File: config.mk
export PLATFORM = sky130hd
export DESIGN_NAME = mc_move_sequencer
export DESIGN_NICKNAME = d
export VERILOG_FILES = /design/src/rtl/mc_pkg.sv /design/src/rtl/mc_move_checker.sv /design/src/rtl/mc_move_sequencer.sv
export SDC_FILE = /design/constraint.sdc
export NUM_CORES = 1
export LEC_CHECK = 0
export ABC_AREA = 1
export CAP_MARGIN = 20
export CORE_MARGIN = 2
export CORE_UTILIZATION = 47
export DETAILED_ROUTE_END_ITERATION = 8
export PLACE_DENSITY = 0.75
export REMOVE_ABC_BUFFERS = 1
export SLEW_MARGIN = 10
export SYNTH_ARGS = -nofsm -noshare
export SYNTH_HDL_FRONTEND = slang
export SYNTH_SLANG_ARGS = --single-unit
File: constraint.sdc
create_clock -name clock -period 1.85 [get_ports clock]
set_input_delay 0.37 -clock clock [delete_from_list [all_inputs] [get_ports clock]]
set_output_delay 0.37 -clock clock [all_outputs]
set_load 0.02 [all_outputs]
File: src/rtl/mc_pkg.sv
// Shared definitions for the missionaries-and-cannibals move sequencer.
// Holds the FSM state encoding, the response codes and the starting bank counts.
package mc_pkg;

  typedef enum logic [2:0] {
    S_IDLE  = 3'd0,
    S_CHECK = 3'd1,
    S_APPLY = 3'd2,
    S_RESP  = 3'd3,
    S_DONE  = 3'd4,
    S_LOST  = 3'd5
  } state_t;

  localparam logic [1:0] RESP_OK      = 2'b00;
  localparam logic [1:0] RESP_ILLEGAL = 2'b01;
  localparam logic [1:0] RESP_UNSAFE  = 2'b10;
  localparam logic [1:0] RESP_WIN     = 2'b11;

  localparam logic [1:0] INIT_M = 2'd3;
  localparam logic [1:0] INIT_C = 2'd3;

endpackage

File: src/rtl/mc_move_checker.sv
// Combinational move classifier.
// Ports:
//   m_left, c_left     : current counts on the original (left) bank
//   boat_side          : 0 = boat on left bank, 1 = boat on right bank
//   req_m, req_c       : people requested on the boat
//   code               : RESP_OK / RESP_ILLEGAL / RESP_UNSAFE / RESP_WIN
//   next_m_left/c_left : left-bank counts after the move (meaningful only for OK/WIN)
module mc_move_checker
  import mc_pkg::*;
(
  input  logic [1:0] m_left,
  input  logic [1:0] c_left,
  input  logic       boat_side,
  input  logic [1:0] req_m,
  input  logic [1:0] req_c,
  output logic [1:0] code,
  output logic [1:0] next_m_left,
  output logic [1:0] next_c_left
);

  logic [2:0] total;
  logic [1:0] src_m, src_c;
  logic [1:0] right_m, right_c;
  logic       illegal, unsafe, win;

  always_comb begin
    total = {1'b0, req_m} + {1'b0, req_c};
    // People available are those on the bank where the boat currently sits.
    src_m = boat_side ? (INIT_M - m_left) : m_left;
    src_c = boat_side ? (INIT_C - c_left) : c_left;
    illegal = (total == 3'd0) || (total > 3'd2) || (req_m > src_m) || (req_c > src_c);

    // Leaving the left bank removes people from it; returning adds them back.
    next_m_left = boat_side ? (m_left + req_m) : (m_left - req_m);
    next_c_left = boat_side ? (c_left + req_c) : (c_left - req_c);
    right_m = INIT_M - next_m_left;
    right_c = INIT_C - next_c_left;

    unsafe = ((next_m_left != 2'd0) && (next_m_left < next_c_left)) ||
             ((right_m != 2'd0) && (right_m < right_c));
    win = (next_m_left == 2'd0) && (next_c_left == 2'd0) && !boat_side;

    code = RESP_OK;
    if (illegal)     code = RESP_ILLEGAL;
    else if (unsafe) code = RESP_UNSAFE;
    else if (win)    code = RESP_WIN;
  end

endmodule

File: src/rtl/mc_move_sequencer.sv
// Missionaries-and-cannibals move sequencer: accepts one boat move per
// handshake, classifies it, applies legal moves and returns a response
// strobe three cycles after the handshake.
// Ports:
//   clock, reset (sync, active-low), restart (sync game restart)
//   req_valid/req_ready/req_m/req_c : move request handshake
//   resp_valid/resp_code            : one-cycle response
//   missionary_left, cannibal_left, boat_side, move_count : game state
//   finish (DONE), lost (LOST)
//
// state | meaning
// ------+------------------------------------------------
// IDLE  | waiting for a move, req_ready high
// CHECK | classify latched move
// APPLY | update banks/boat/count for OK or WIN
// RESP  | resp_valid strobe with the move's code
// DONE  | game won, holds until restart/reset
// LOST  | move limit reached, holds until restart/reset
module mc_move_sequencer
  import mc_pkg::*;
#(
  parameter logic [4:0] MOVE_LIMIT = 5'd20
) (
  input  logic       clock,
  input  logic       reset,
  input  logic       restart,
  input  logic       req_valid,
  output logic       req_ready,
  input  logic [1:0] req_m,
  input  logic [1:0] req_c,
  output logic       resp_valid,
  output logic [1:0] resp_code,
  output logic [1:0] missionary_left,
  output logic [1:0] cannibal_left,
  output logic       boat_side,
  output logic [4:0] move_count,
  output logic       finish,
  output logic       lost
);

  state_t     state, state_next;
  logic [1:0] lat_m, lat_c;
  logic [1:0] move_code;
  logic [1:0] chk_code, chk_m_left, chk_c_left;
  logic       accepted;

  mc_move_checker u_checker (
    .m_left      (missionary_left),
    .c_left      (cannibal_left),
    .boat_side   (boat_side),
    .req_m       (lat_m),
    .req_c       (lat_c),
    .code        (chk_code),
    .next_m_left (chk_m_left),
    .next_c_left (chk_c_left)
  );

  assign req_ready = (state == S_IDLE);
  assign accepted  = (move_code == RESP_OK) || (move_code == RESP_WIN);

  always_comb begin
    state_next = state;
    if (restart) begin
      state_next = S_IDLE;
    end else begin
      case (state)
        S_IDLE:  if (req_valid) state_next = S_CHECK;
        S_CHECK: state_next = S_APPLY;
        S_APPLY: state_next = S_RESP;
        S_RESP: begin
          if (move_code == RESP_WIN)
            state_next = S_DONE;
          else if ((move_code == RESP_OK) && (move_count == MOVE_LIMIT))
            state_next = S_LOST;
          else
            state_next = S_IDLE;
        end
        S_DONE:  state_next = S_DONE;
        S_LOST:  state_next = S_LOST;
        default: state_next = S_IDLE;
      endcase
    end
  end

  always_ff @(posedge clock) begin
    if (!reset || restart) begin
      state           <= S_IDLE;
      lat_m           <= 2'd0;
      lat_c           <= 2'd0;
      move_code       <= RESP_OK;
      missionary_left <= INIT_M;
      cannibal_left   <= INIT_C;
      boat_side       <= 1'b0;
      move_count      <= 5'd0;
      resp_valid      <= 1'b0;
      resp_code       <= RESP_OK;
      finish          <= 1'b0;
      lost            <= 1'b0;
    end else begin
      state <= state_next;
      if (state == S_IDLE && req_valid) begin
        lat_m <= req_m;
        lat_c <= req_c;
      end
      if (state == S_CHECK) move_code <= chk_code;
      // Bank counts are untouched between CHECK and APPLY, so the checker's
      // next counts are still valid here.
      if (state == S_APPLY && accepted) begin
        missionary_left <= chk_m_left;
        cannibal_left   <= chk_c_left;
        boat_side       <= ~boat_side;
        if (move_count != 5'd31) move_count <= move_count + 5'd1;
      end
      // Outputs are registered from the next state so they line up with it.
      resp_valid <= (state_next == S_RESP);
      resp_code  <= (state_next == S_RESP) ? move_code : RESP_OK;
      finish     <= (state_next == S_DONE);
      lost       <= (state_next == S_LOST);
    end
  end

endmodule

==> impl_metrics.py, run 1 <==
metrics = {
    "status": {
        "status": "complete, but fails checks",
        "violations": "negative setup slack",
    },
    "timing": {
        "tightest_slew_ns": 0.283,
        "period_minus_slack_ns": 1.87,
        "setup_ws_ns": -0.0229,
        "setup-violations-final": 1,
        "hold_viol_final": 0,
        "fin_skew_ns": 0.00481,
        "tns_ns": -0.0229,
        "max-slew-margin-rel": 0.810,
        "max_freq_mhz": 534,
        "rsz0062_at_grt": "yes",
        "final_max_slew_viol_count": 0,
        "period_share": 1.01,
    },
    "clocking": {
        "htree_levels": 1,
        "cts_tree": "built",
        "clk_latency_ns": 0.32,
        "cts.sinks": 24,
        "clkTransAtPathRegs_ns": 0.14,
        "numCtsBuffers": 3,
        "root_buffer": "clkbuf_4",
        "cts.path.max_buffers": 2,
    },
    "worst_setup_path": {
        "critPathMaxFanout": 4,
        "critPathLaunchType": "flop",
        "endpoint_kind": "flop",
        "cp-startpoint": "lat_c[0]",
        "cp.required_ns": 2.08,
        "ff2ff_setup_slack_ns": -0.02,
        "r2r-start": "lat_c[0]",
        "crit_arrival_ns": 2.10,
        "crit_type": "reg2reg",
    },
    "placement": {
        "hpwl_um": 2290,
        "gp_congestion": 0.801,
        "port_buffers": 23,
        "pre_cts_ws_ns": 0.0112,
        "placed_cells_incl_taps": 251,
    },
    "min_path": {
        "worstHoldStart": "boat_side",
        "hp-class": "reg2reg",
    },
    "floorplan": {
        "start_util": 0.484,
        "ios": 24,
        "die_w_um": 59.4,
        "die-area_sq_mm": 0.00353,
        "die_y_um": 59.4,
        "core-area_sq_mm": 0.00298,
        "rows": 20,
    },
    "logic_synthesis": {
        "syn-cell-area_sq_mm": 0.00144,
        "ys_ff_latch": 24,
        "async_reset_ff_frac": 0,
        "synth_cells": 188,
        "ys_types": 28,
        "ys_seq_area_frac": 0.333,
        "synth_edf_count": 0,
        "avgSynthCellArea_sq_um": 7.67,
        "ys.flop_type": "dfxtp_1",
        "ys_warn_count": 0,
    },
    "route": {
        "drtAntennaViolNets": 0,
        "drt_first_pass_iters": 4,
        "vias": 1314,
        "wirelength_um": 3190,
        "avgViaCountPerCell": 5.13,
        "drtIter0Drc": 77,
        "drc": 0,
        "wire_per_inst_um": 12.5,
    },
    "final_layout": {
        "drive_above_1_share": 0.215,
        "utilization": 0.629,
        "n_antenna_cell": 0,
        "fill_cells": 263,
        "fin_nets": 247,
        "areaGrowthSynthToFinish_pct": 29.9,
        "final_cell_count_no_fill": 256,
    },
    "power": {
        "ir_drop_v": 0.000555,
        "clockPowerShare": 0.275,
        "intPower_mw": 0.746,
        "p_leak_nw": 0.825,
        "seqPwrFrac": 0.510,
        "p_sw_mw": 0.300,
        "p_per_area_mw_per_mm2": 559,
        "comb_power_share": 0.215,
        "swShare": 0.287,
    },
    "grt": {
        "antenna_found_initial": 0,
        "grt_overflow": 0,
        "grt_start_max_net_pins": 14,
        "first_global_vias": 1150,
        "track_usage": 0.190,
        "grt_pass1_wl_um": 5060,
    },
    "run": {
        "maxCapViolCount": 0,
    },
}
==> power by group through the flow <==
stage	registers [mW]	clock network, mW	logic, mW
2_1_floorplan	0.548	0	0.118
3_3_place_gp	0.545	0	0.178
3_5_place_dp	0.545	0	0.181
4_1_cts	0.534	0.286	0.189
5_1_grt	0.535	0.304	0.246
6_report	0.533	0.288	0.225
==> metal layers <==
layer / global-route usage / routed length (um)
met5: 0 / 0
met4: 0.0455 / 36
met3: 0.0437 / 179
met2: 0.312 / 1500
met1: 0.253 / 1470
==> metrics by stage <==
step / total power, mW / hold WS [ns] / area, sq um
floorplan: 0.666 / 0.449 / 1430
global route: 1.09 / 0.493 / 1870
detailed placement: 0.726 / 0.496 / 1780
global placement: 0.723 / 0.481 / 1780
finish: 1.05 / 0.468 / 1870
CTS: 1.01 / 0.472 / 1820
==> logic make-up (layout without fill, tap and decap cells) <==
group | after synthesis | count (layout) | synth area share
xor gates and xnor gates | 5 | 5 | 0.0304
and+or+nand+nor | 72 | 72 | 0.262
AOI/OAI and AO/OA | 33 | 33 | 0.127
adders and majority gates | 15 | 15 | 0.135
buffers and inverters | 39 | 74 | 0.112
DFF | 24 | 24 | 0.333
==> flip-flops by register name, indices dropped and copies added, names as in the netlist <==
name,count
move_code,2
state,3
boat_side,1
resp_code,2
resp_valid,1
finish,1
lat_c,2
cannibal_left,2
missionary_left,2
lat_m,2
lost,1
move_count,5
==> cell type report <==
class                      count  area [sq um]  area share
sequential                    24           487       0.260
timing repair buffer          33           315       0.168
inverter                      37           146      0.0782
clock buffer                   4          36.3      0.0194
multi-input combinational    125           847       0.452
tap                           33          41.3      0.0220
==> timing repair <==
item | CTS | global route
setup buffers | 0 | 1
hold buffers | 0 | 0
gates cloned | 0 | 0
gates resized for setup | 5 | 14
setup endpoints to repair | 4 | 2
pin swaps | 0 | 2
==> placed cells by master (no fill, tap or decap), types with 5 or more instances in the layout <==
cell,Yosys,final
nor2_1,10,10
clkdlybuf4s50_1,0,21
ha_1,14,10
buf_4,0,9
a21oi_1,15,13
inv_1,36,35
nor3_1,5,5
dfxtp_1,24,21
nand2_1,26,25
o21ai_0,11,9
nand3_1,10,8
nand2_2,7,8
==> cells in the mapped netlist, types with 3 or more instances <==
master	count	share of area
nor2_2	3	0.013
a21oi_1	15	0.052
nor3_1	5	0.017
nand3_1	10	0.035
xnor2_1	3	0.018
nor2_1	10	0.026
dfxtp_1	24	0.33
ha_1	14	0.12
nand2_4	4	0.031
nand2_1	26	0.068
inv_1	36	0.094
o21ai_0	11	0.038
nand2_2	7	0.030
==> final timing paths <==
| path | end | depth (start not counted) |
|---|---|---|
| worst max-delay path | move_code[0] | 8 |
| worst min-delay path | boat_side | 1 |
| worst max register to register | move_code[0] | 8 |
| worst min register to register | boat_side | 1 |
==> critical path, cell delays in order, from the launching register on <==
cell and delay, ns:
dfxtp_4 0.39, ha_2 0.15, inv_1 0.05, fa_1 0.44
xnor2_1 0.20, nand4_1 0.13, nor2_1 0.19, o21ai_1 0.10
and2_1 0.14
Note: power is estimated with default switching activity, not from simulation.
==> run 2: changes to the inputs <==
Settings changed: CORE_UTILIZATION 47 to 50, DONT_BUFFER_PORTS from default to 1, HOLD_SLACK_MARGIN from default to 0.03, PLACE_DENSITY 0.75 to 0.68, SKIP_LAST_GASP from default to 1.
==> run 2 against run 1 <==
Net effect: the run now ends clean; global-route usage rose by 0.27 points; via count fell by 6.7%; critical path depth rose by 5; hold slack got worse by 0.35 ns; register-to-register slack improved by 0.07 ns; worst setup slack improved by 0.074 ns; non-clock buffer count fell by 21; critical path type unchanged; critical endpoint is now move_code[1].
==> impl_metrics.py, run 2 (synthesis gave the netlist of run 1 again) <==
metrics = {
    "final_layout": {
        "utilization": 0.598,
        "drive_above_1_share": 0.223,
        "largest_reg_flops": 5,
        "top_register": "move_count",
        "multiInputGateArea_sq_um": 838,
        "final_common_cell": "inv_1",
        "fill_cells": 256,
        "largestRegisters": "move_count x5, state x3",
        "final_cell_count_no_fill": 233,
        "n_antenna_cell": 0,
        "fin_nets": 226,
        "mostFrequentLayoutCells": "34 x inv_1, 26 x nand2_1, 22 x dfxtp_1",
        "areaGrowthSynthToFinish_pct": 14.5,
        "regArea_sq_um": 488,
    },
    "grt": {
        "track_usage": 0.193,
        "grt_pass1_wl_um": 5090,
        "first_global_vias": 1236,
        "grt_overflow": 0,
        "grt_start_max_net_pins": 14,
        "antenna_found_initial": 0,
    },
    "route": {
        "vias": 1226,
        "drt_first_pass_iters": 4,
        "drtIter0Drc": 56,
        "top_layer_used": "met4",
        "wire_per_inst_um": 12.8,
        "drc": 0,
        "drtAntennaViolNets": 0,
        "wirelength_um": 2980,
        "wl_met2_um": 1440,
        "wl_met1_um": 1340,
        "wl_met3_um": 182,
        "avgViaCountPerCell": 5.26,
    },
    "power": {
        "seqPwrFrac": 0.537,
        "p_per_area_mw_per_mm2": 604,
        "ir_drop_v": 0.000683,
        "clockPowerShare": 0.275,
        "p_leak_nw": 0.741,
        "swShare": 0.274,
        "intPower_mw": 0.723,
        "p_sw_mw": 0.273,
        "comb_power_share": 0.187,
        "total_power_mw": 0.996,
    },
    "worst_setup_path": {
        "r2r_cells": 13,
        "crit_family": "simple AND/OR/NAND/NOR gates",
        "cpPeakStageDelay_ns": 0.38,
        "crit_arrival_ns": 2.05,
        "cp_cell_sequence": "buf_4 -> buf_4 -> nand3_1 -> nand2_1 -> nand2_1 -> nand2_2 -> buf_4 -> ha_1 -> a21oi_4 -> nand2_1 -> nand3_1 -> nand2_1 -> a21oi_2",
        "cpMostUsedCell": "nand2_1",
        "slowest_stage": "dfxtp_4",
        "reg2reg_to": "move_code[1]",
        "critPathLaunchType": "flop",
        "worstPathBufferInverterCount": 3,
        "endpoint_kind": "flop",
        "ff2ff_setup_slack_ns": 0.05,
        "critPathMaxFanout": 3,
        "cp.required_ns": 2.10,
        "crit_type": "reg2reg",
        "r2r-start": "lat_c[0]",
    },
    "timing": {
        "max_freq_mhz": 556,
        "period_share": 0.972,
        "rsz0062_at_grt": "yes",
        "tightest_slew_ns": 0.331,
        "setup-violations-final": 0,
        "holdWs_ns": 0.118,
        "period_minus_slack_ns": 1.80,
        "fin_skew_ns": 0.00262,
        "max-slew-margin-rel": 0.779,
        "hold_viol_final": 0,
        "final_max_slew_viol_count": 0,
    },
    "clocking": {
        "cts_tree": "built",
        "root_buffer": "clkbuf_4",
        "clk_latency_ns": 0.31,
        "cts.sinks": 24,
        "clkTransAtPathRegs_ns": 0.13,
        "cts.path.max_buffers": 2,
        "htree_levels": 1,
        "numCtsBuffers": 3,
        "hold_buffers": 0,
    },
    "floorplan": {
        "start_util": 0.523,
        "rows": 19,
        "core-area_sq_mm": 0.00276,
        "die-area_sq_mm": 0.00333,
        "die_w_um": 57.7,
        "die_y_um": 57.7,
        "ios": 24,
    },
    "min_path": {
        "hold_path_depth": 1,
        "hp-class": "in2reg",
        "holdPathEnd": "state[1]",
        "worstHoldStart": "restart",
    },
    "run": {
        "maxCapViolCount": 0,
    },
    "placement": {
        "placed_cells_incl_taps": 227,
        "hpwl_um": 2310,
        "port_buffers": 0,
        "gp_congestion": 0.917,
    },
    "status": {
        "status": "completed",
    },
}
-- run 2: how the worst max path moves through the flow --
stage          startpoint      endpoint  slack (ns)  cells past startpoint
6_report         lat_c[0]  move_code[1]        0.05                     13
4_1_cts          lat_c[0]  move_code[1]       0.007                     14
3_3_place_gp     lat_c[0]  move_code[1]       -0.03                     12
5_1_grt          lat_m[0]  move_code[1]       -0.06                     12
3_5_place_dp     lat_m[0]  move_code[1]       -0.12                     12
2_1_floorplan   boat_side  move_code[1]       -0.02                     13
-- run 2: layer usage --
layer | track usage | vias up
met5 | 0 | -
met4 | 0.0465 | 0
met3 | 0.0513 | 2
met2 | 0.338 | 31
met1 | 0.236 | 563
li1 | - | 630
-- run 2: area by class of cell --
| cell class | count | area share |
|---|---|---|
| repair buffers | 12 | 0.0622 |
| flip-flops and latches | 24 | 0.296 |
| clock buffers | 4 | 0.0220 |
| inverters | 37 | 0.0887 |
| multi-input cells | 125 | 0.508 |
| well taps | 31 | 0.0235 |
-- run 2: timing repair --
item / in CTS / in global routing
pin swaps: 2 / 2
setup endpoints to repair: 2 / 2
gates resized for setup: 7 / 5
buffers inserted: 2 / 0
-- run 2: power groups by stage --
stage	combinational, mW	clock (mW)	sequential (mW)
2_1_floorplan	0.118	0	0.548
3_3_place_gp	0.150	0	0.547
3_5_place_dp	0.154	0	0.548
4_1_cts	0.166	0.286	0.535
5_1_grt	0.209	0.299	0.537
6_report	0.187	0.274	0.536
-- run 2: worst register-to-register path, stage by stage, from the launching register on --
cell and delay [ns]:
dfxtp_4 0.38, buf_4 0.13, buf_4 0.13, nand3_1 0.10
nand2_1 0.06, nand2_1 0.07, nand2_2 0.08, buf_4 0.15
ha_1 0.21, a21oi_4 0.13, nand2_1 0.06, nand3_1 0.07
nand2_1 0.06, a21oi_2 0.11
-- run 2: stage by stage --
step / cell area [sq um] / worst slack, ns / setup TNS [ns]
CTS: 1630 / 0.00651 / 0
detailed placement: 1550 / -0.118 / -0.187
finish: 1650 / 0.0512 / 0
global placement: 1550 / -0.0336 / -0.0336
global route: 1650 / -0.0556 / -0.107
floorplan: 1430 / -0.0242 / -0.0242
==> run 3: changes to the inputs <==
Settings changed: CORE_MARGIN 2 to default, MAX_ROUTING_LAYER from default to met4.
==> run 3 against run 2 <==
Net effect: total power shrank 3.4%; critical endpoint is now move_code[0]; via count grew 1.5%; critical path type unchanged; combinational power grew 5%; core utilization grew 0.25 points; hold slack lost 0.0067 ns; global-route usage grew 2.4 points; cell area shrank 0.45%; cell count grew 0.86%; routed wire length grew 4.7%; largest cell class unchanged; non-clock buffer count grew 3; highest routed layer unchanged.
==> impl_metrics.py, run 3 (synthesis gave the netlist of run 1 again) <==
metrics = {
    "placement": {
        "port_buffers": 0,
        "gp_congestion": 0.882,
        "hpwl_um": 2430,
        "pre_cts_ws_ns": 0.00844,
        "placed_area_sq_mm": 0.00159,
    },
    "power": {
        "ir_drop_v": 0.000612,
        "intPower_mw": 0.687,
        "clockPowerShare": 0.240,
        "seqPwrFrac": 0.556,
        "comb_power_share": 0.204,
        "p_leak_nw": 0.747,
        "p_per_area_mw_per_mm2": 586,
        "swShare": 0.286,
        "p_sw_mw": 0.276,
    },
    "timing": {
        "hold_viol_final": 0,
        "final_max_slew_viol_count": 0,
        "max-slew-margin-rel": 0.786,
        "tns_ns": 0,
        "fin_skew_ns": 0.00540,
        "period_minus_slack_ns": 1.79,
        "period_share": 0.968,
        "max_freq_mhz": 558,
        "tightest_slew_ns": 0.319,
        "rsz0062_at_grt": "yes",
        "setup-violations-final": 0,
        "setup_ws_ns": 0.0588,
        "holdWs_ns": 0.111,
    },
    "worst_setup_path": {
        "endpoint_kind": "flop",
        "slowest_stage": "fa_1",
        "critPathLaunchType": "flop",
        "cp_cell_sequence": "ha_1 -> inv_1 -> fa_1 -> xnor2_1 -> nand4_1 -> nor2_2 -> o21ai_1 -> and2_1",
        "critPathMaxFanout": 3,
        "worstPathBufferInverterCount": 1,
        "crit_family": "adder cells",
        "cp.required_ns": 2.07,
        "cpPeakStageDelay_ns": 0.42,
        "crit_arrival_ns": 2.01,
        "ff2ff_setup_slack_ns": 0.06,
        "crit_type": "reg2reg",
    },
    "clocking": {
        "root_buffer": "clkbuf_4",
        "cts_setup_buffers": 0,
        "htree_levels": 1,
        "cts.path.max_buffers": 2,
        "clkTransAtPathRegs_ns": 0.13,
        "cts.sinks": 24,
        "numCtsBuffers": 3,
        "cts_tree": "built",
        "clk_latency_ns": 0.31,
    },
    "grt": {
        "first_global_vias": 1160,
        "grt_overflow": 0,
        "grt_start_max_net_pins": 13,
        "antenna_found_initial": 0,
        "grt_pass1_wl_um": 5140,
        "track_usage": 0.217,
    },
    "status": {
        "status": "completed",
    },
    "route": {
        "drtAntennaViolNets": 0,
        "wire_per_inst_um": 13.3,
        "wirelength_um": 3120,
        "drt_first_pass_iters": 4,
        "drc": 0,
        "avgViaCountPerCell": 5.30,
        "drtIter0Drc": 44,
        "vias": 1245,
    },
    "final_layout": {
        "utilization": 0.601,
        "drive_above_1_share": 0.235,
        "final_common_cell": "inv_1",
        "fin_nets": 229,
        "fill_cells": 259,
        "mostFrequentLayoutCells": "36 x inv_1, 26 x nand2_1, 20 x dfxtp_1",
        "largest_reg_flops": 5,
        "areaGrowthSynthToFinish_pct": 14.0,
        "n_antenna_cell": 0,
        "stdcell_area_sq_mm": 0.00164,
        "top_register": "move_count",
        "largestRegisters": "move_count x5, state x3",
    },
    "floorplan": {
        "die_y_um": 55.7,
        "rows": 19,
        "die-area_sq_mm": 0.00310,
        "core-area_sq_mm": 0.00273,
        "die_w_um": 55.7,
        "start_util": 0.527,
        "ios": 24,
    },
    "run": {
        "maxCapViolCount": 0,
    },
    "min_path": {
        "hp-class": "in2reg",
    },
}
run 3: changes by cell type in the layout (fill, tap and decap cells not counted), sizes merged:
cell / previous run / this run
clkbuf: 4 / 3
buf: 12 / 15
run 3: cell type report:
type / count / area (sq um) / share of cell area
Clock buffer: 3 / 22.5 / 0.0137
Timing Repair Buffer: 15 / 125 / 0.0762
Tap cell: 31 / 38.8 / 0.0236
Inverter: 37 / 146 / 0.0891
Sequential cell: 24 / 485 / 0.296
Multi-Input combinational cell: 125 / 825 / 0.502
run 3: power by group through the flow:
stage          logic [mW]  registers [mW]  clock network [mW]
3_5_place_dp        0.172           0.546                   0
5_1_grt             0.217           0.537               0.248
6_report            0.196           0.535               0.231
2_1_floorplan       0.118           0.548                   0
4_1_cts             0.173           0.535               0.236
3_3_place_gp        0.163           0.546                   0
run 3: what timing repair did:
action	in CTS	in global routing
endpoints found under the setup margin	2	5
hold buffers	0	0
gates resized for setup	1	8
run 3: final timing paths:
check | start | endpoint | cells after the start
worst min-delay path | restart | state[1] | 1
worst min register to register | move_code[1] | resp_code[1] | 2
worst max-delay path | lat_m[0] | move_code[0] | 8
worst max register to register | lat_m[0] | move_code[0] | 8
run 3: per-stage QoR:
step,std cells,power (mW)
floorplan,186,0.666
global placement,232,0.709
detailed placement,232,0.718
CTS,235,0.944
global route,235,1.00
finish,235,0.963
run 3: layer usage:
layer	vias to the layer above	GRT usage	share of wire
li1	636	-	-
met1	572	0.270	0.46
met2	33	0.348	0.48
met3	4	0.0535	0.047
met4	0	0.0679	0.013
met5	-	-	0
